==> src/rtl/pc_pkg.sv <==
// Shared fetch-stage PC definitions: datapath width, reset vector and
// PC source select encoding.
package pc_pkg;

  localparam int unsigned     XLEN           = 32;
  localparam logic [XLEN-1:0] PC_RESET_VALUE = 32'h0000_0000;

  typedef enum logic {
    PC_SEL_SEQ      = 1'b0,
    PC_SEL_REDIRECT = 1'b1
  } pc_sel_e;

endpackage

==> src/rtl/mux_pc.sv <==
// Next-PC source select for fetch: sequential (A) or redirect (B), optionally
// registered so the output is the PC register itself.
module mux_pc
  import pc_pkg::*;
#(
  parameter int unsigned      WIDTH       = XLEN,
  parameter logic [WIDTH-1:0] RESET_VALUE = WIDTH'(PC_RESET_VALUE),
  parameter bit               REGISTERED  = 1'b1
) (
  input  logic             clk,
  input  logic             rst_n,
  input  logic [WIDTH-1:0] A,
  input  logic [WIDTH-1:0] B,
  input  logic             Operator,
  output logic [WIDTH-1:0] MUX_PC_Result
);

  pc_sel_e          sel;
  logic [WIDTH-1:0] next_d;

  assign sel = pc_sel_e'(Operator);

  // An unknown select propagates as X instead of silently picking A.
  always_comb begin
    next_d = 'x;
    case (sel)
      PC_SEL_SEQ:      next_d = A;
      PC_SEL_REDIRECT: next_d = B;
      default:         next_d = 'x;
    endcase
  end

  generate
    if (REGISTERED) begin : g_reg
      logic [WIDTH-1:0] result_q;

      always_ff @(posedge clk or negedge rst_n) begin
        if (!rst_n) begin
          result_q <= RESET_VALUE;
        end else begin
          result_q <= next_d;
        end
      end

      assign MUX_PC_Result = result_q;
    end else begin : g_comb
      logic unused_clk_rst;

      assign unused_clk_rst = clk ^ rst_n;
      assign MUX_PC_Result  = next_d;
    end
  endgenerate

endmodule

==> config.mk <==
export PLATFORM = sky130hd
export DESIGN_NAME = mux_pc
export DESIGN_NICKNAME = d
export VERILOG_FILES = /design/src/rtl/pc_pkg.sv /design/src/rtl/mux_pc.sv
export SDC_FILE = /design/constraint.sdc
export NUM_CORES = 1
export LEC_CHECK = 0
export BUFFER_PORTS_ARGS = -buffer_cell sky130_fd_sc_hd__buf_2
export CORE_ASPECT_RATIO = 1.1
export CORE_MARGIN = 2
export CORE_UTILIZATION = 44
export CTS_BUF_LIST = sky130_fd_sc_hd__clkbuf_8
export CTS_CLUSTER_DIAMETER = 200
export DETAILED_ROUTE_END_ITERATION = 16
export HOLD_SLACK_MARGIN = 0.12
export PLACE_DENSITY = 0.95
export SLEW_MARGIN = 15
export SYNTH_ARGS = -nofsm -noshare
export SYNTH_HDL_FRONTEND = slang
export SYNTH_SLANG_ARGS = --single-unit
==> constraint.sdc <==
create_clock -name clk -period 0.8 [get_ports clk]
set_clock_uncertainty 0.15 [all_clocks]
set_input_delay 0 -clock clk [delete_from_list [all_inputs] [get_ports clk]]
set_output_delay 0 -clock clk [all_outputs]
set_load 0.05 [all_outputs]
* After elaboration in Yosys (flattened, before gate mapping)
Cells that the tools add are included.
Cells by class: muxes and demuxes 1, bitwise gates (word level) 1
Operators by type and width (number):
- $pmux 32 s2 | 1
- $not 1->1 | 1
Storage, ports and cells: flip-flop bits (word level) 32, input port bits 67, output and inout port bits 32, logic and storage cells 3

* Logic depth before layout (Yosys ltp)
depth in word-level cells 2, mapped depth 3, depth with buffers taken out 1

* Least setup slack after synthesis
OpenSTA, ideal clock, no wires.
path type input to register, start point input Operator, end point register g_reg.result_q[0], in the netlist MUX_PC_Result[0], library setup time 0.125 ns, arrival 0.542 ns, data required time 0.525 ns, path slack -0.017 ns, cell stages on the path 3, path buffers 2, cell sequence buf_6 > buf_12 > mux2_4
On the way: cells in the longest elaborated chain, start to end 2
Ends and longest elaborated chain:
- start, declared | RTL line mux_pc.sv:14 | input logic Operator,
- $not 1->1 | RTL line mux_pc.sv:26 | case (sel)
- $pmux 32 s2 (*) | RTL line mux_pc.sv:26
- via next_d[0] | RTL line mux_pc.sv:19 | logic [WIDTH-1:0] next_d;
- end signal, assigned | RTL line mux_pc.sv:41 | result_q <= next_d;
- end, declared | RTL line mux_pc.sv:35 | logic [WIDTH-1:0] result_q;
The timed path passes the listed nets; every way through them passes the cells marked *.

* Worst setup path after layout
start point register g_reg.result_q[1], in the netlist MUX_PC_Result[1], end point output MUX_PC_Result[1]
RTL lines:
- end, declared | RTL line mux_pc.sv:15 | output logic [WIDTH-1:0] MUX_PC_Result
No word-level cell between the ends.

==> reports/results.tsv <==
stage	metric	value	unit
critical_path	critical path class	flip-flop to output pin	
global_routing	Remaining Overflow, GRT	0	
timing	Final setup viols	32	
critical_path	delay-heaviest family, CP	flip-flops	
final_layout	Final nets	242	
routing	detailed-route wire length	2.89	mm
final_layout	Syn-to-layout area delta	62.2	%
global_routing	initial antenna violation count	0	
placed_design	Post-DP Area	0.00188	mm2
routing	drt drc	0	
placed_design	RePlAce Congestion	0.668	
synthesis	synthesized instance count	68	
final_layout	filler cell count	187	
power	PwrDens	1950	mW/mm2
floorplan	die width	56.7	um
global_routing	largest net degree at the start of global routing	33	
hold_path	Worst Hold Depth	2	
routing	DR vias	960	
clock_tree	clock slew at reported path FFs	0.07	ns
critical_path	WP buf/inv	1	
placed_design	dpl hpwl	2.24	mm
power	VDD IR max	0.00141	V
global_routing	vias in the first global route	933	
timing	Max Slew Vio Count	0	
power	Comb pwr share	28.9	%
floorplan	I/O pin count	99	
final_layout	commonest non-fill, non-tap cell in the layout	buf_2	
floorplan	initial core utilization	45.3	%
power	Net Sw Frac	29.7	%
synthesis	Post-Syn Nets	135	
status	violated checks	hold timing, setup timing	
clock_tree	clk buf depth	2	
timing	final worst path period need	0.987	ns
clock_tree	CTS Hold Bufs	1	
timing	Hold Vio Cnt, Final	32	
timing	fmax	1.01	GHz
synthesis	post-synthesis register bit count	32	
synthesis	Yosys Warn Count	0	
routing	WL met1	964	um
routing	routed wl met3	285	um
final_layout	area of the multi-input gates	473	um2
timing	Slew @ Worst Pin	0.166	ns
hold_path	HP Class	input pin to flip-flop	
critical_path	Critical-path top delay cell	dfrtp_1	
clock_tree	H-tree Lvls	2	
final_layout	register area	801	um2
critical_path	crit path launch type	flip-flop	
critical_path	CP Cell Sequence	buf_6	
final_layout	share of layout cells above drive strength 1	80.1	%
clock_tree	Post-CTS Setup Bufs	0	
synthesis	Distinct cells, synth	5	
routing	routed vias/inst	4.57	
floorplan	Die ar.	0.00352	mm2
placed_design	port bufs	98	
critical_path	CP peak stage delay	0.40	ns
critical_path	Max FO, Critical Path	1	
routing	First DRT Iteration DRCs	11	
floorplan	core area	0.00297	mm2
clock_tree	clk sinks	32	
global_routing	Global Route Usage Sum	16.1	%
floorplan	die height	62.0	um
power	Leak Pwr	1.18	nW
power	P_int	2.99	mW
synthesis	post-synthesis instance area	0.00135	mm2
synthesis	Avg Cell Area, Syn	19.8	um2
critical_path	crit end category	output pin	
critical_path	Worst Path Required	0.65	ns
final_layout	fin area	0.00218	mm2
timing	RSZ-0062 raised after global routing	true	
placed_design	Post-Place Setup Slack	-0.161	ns
power	clock power share	28.6	%
timing	max_slew headroom	88.9	%
routing	DR top layer	met4	
final_layout	antenna cells	0	
timing	Hold WS	-0.202	ns
status	status	complete, but fails checks	
clock_tree	clock tree root driver cell	clkbuf_8	
synthesis	Seq/Total Area, Yosys	59.5	%
run	Max-cap violations	0	
hold_path	Worst Hold Endpoint	MUX_PC_Result[1]$_DFF_PN0_	
routing	DRT antenna net count	0	
power	part of the power in registers	42.5	%
power	Sw Pwr	1.26	mW
clock_tree	CTS tree	done	
routing	Pre-Repair DR Iteration Count	2	
routing	metal2 WL	1.60	mm
global_routing	first-pass GRT wire length	4.03	mm
floorplan	Row Count	21	
routing	WL/cell	13.7	um
final_layout	most frequent cells in the layout	66 x buf_2, 32 x dfrtp_1, 32 x buf_6, 30 x mux2_4, 6 x clkbuf_8	
timing	Final Cycle Share	123	%
clock_tree	Num CTS Buffers	5	
final_layout	number of flip-flops in the largest register	32	
timing	Final WS setup	-0.187	ns
critical_path	crit path DAT	0.84	ns
hold_path	Worst Min Path Start	B[1]	
==> worst max path at each step <==
| stage | endpoint | depth (start not counted) | start |
|---|---|---|---|
| after detailed placement | MUX_PC_Result[2]$_DFF_PN0_ | 3 | Operator |
| final | MUX_PC_Result[1] | 1 | MUX_PC_Result[1]$_DFF_PN0_ |
| after floorplan | MUX_PC_Result[0]$_DFF_PN0_ | 3 | Operator |
| after global routing | MUX_PC_Result[1] | 1 | MUX_PC_Result[1]$_DFF_PN0_ |
| after CTS | MUX_PC_Result[11] | 1 | MUX_PC_Result[11]$_DFF_PN0_ |
| after global placement | MUX_PC_Result[13]$_DFF_PN0_ | 3 | Operator |
==> per-layer routing <==
| metal | GRT usage [%] | vias up |
|---|---|---|
| li1 | - | 446 |
| met1 | 16.2 | 452 |
| met2 | 29.7 | 58 |
| met3 | 6.83 | 4 |
| met4 | 7.14 | 0 |
| met5 | 0 | - |
==> cells by family (layout without fill, tap and decap cells) <==
family / count (synthesis) / in the layout / synth area share [%]
muxes: 32 / 32 / 35.2
DFF: 32 / 32 / 59.5
buffers and inverters: 4 / 112 / 5.30
==> power groups by stage <==
| stage | sequential, mW | combinational [mW] | clock (mW) |
|---|---|---|---|
| 2_1_floorplan | 2.25 | 0.282 | 0 |
| 3_3_place_gp | 1.80 | 1.06 | 0 |
| 3_5_place_dp | 1.80 | 1.08 | 0 |
| 4_1_cts | 1.80 | 1.24 | 1.22 |
| 5_1_grt | 1.81 | 1.28 | 1.33 |
| 6_report | 1.80 | 1.23 | 1.21 |
==> synth_stat cells <==
master / count / area [um2]
dfrtp_1: 32 / 801
buf_12: 3 / 60.1
buf_6: 1 / 11.3
mux2_4: 30 / 450
mux2_2: 2 / 22.5
==> through the flow <==
stage	cells	total power, mW	setup TNS, ns	util [%]
floorplan	68	2.54	-0.309	-
global placement	201	2.86	-4.06	63.4
detailed placement	201	2.88	-4.43	63.4
CTS	210	4.27	-4.98	73.5
global route	210	4.43	-5.81	73.5
finish	210	4.25	-4.82	73.5
==> layout make-up <==
cell class | instances | area share, %
Clock inverter | 2 | 0.344
Sequential cell | 32 | 36.7
Clock buffer | 6 | 3.78
Multi-Input combinational cell | 32 | 21.7
Timing Repair Buffer | 104 | 35.6
Tap cell | 34 | 1.95
==> timing repair <==
item / in CTS / in global routing
pin swaps: 0 / 0
gates resized for setup: 64 / 0
endpoints found under the setup margin: 32 / 32
hold endpoints to repair: 64 / 64
(Power assumes the default switching activity.)
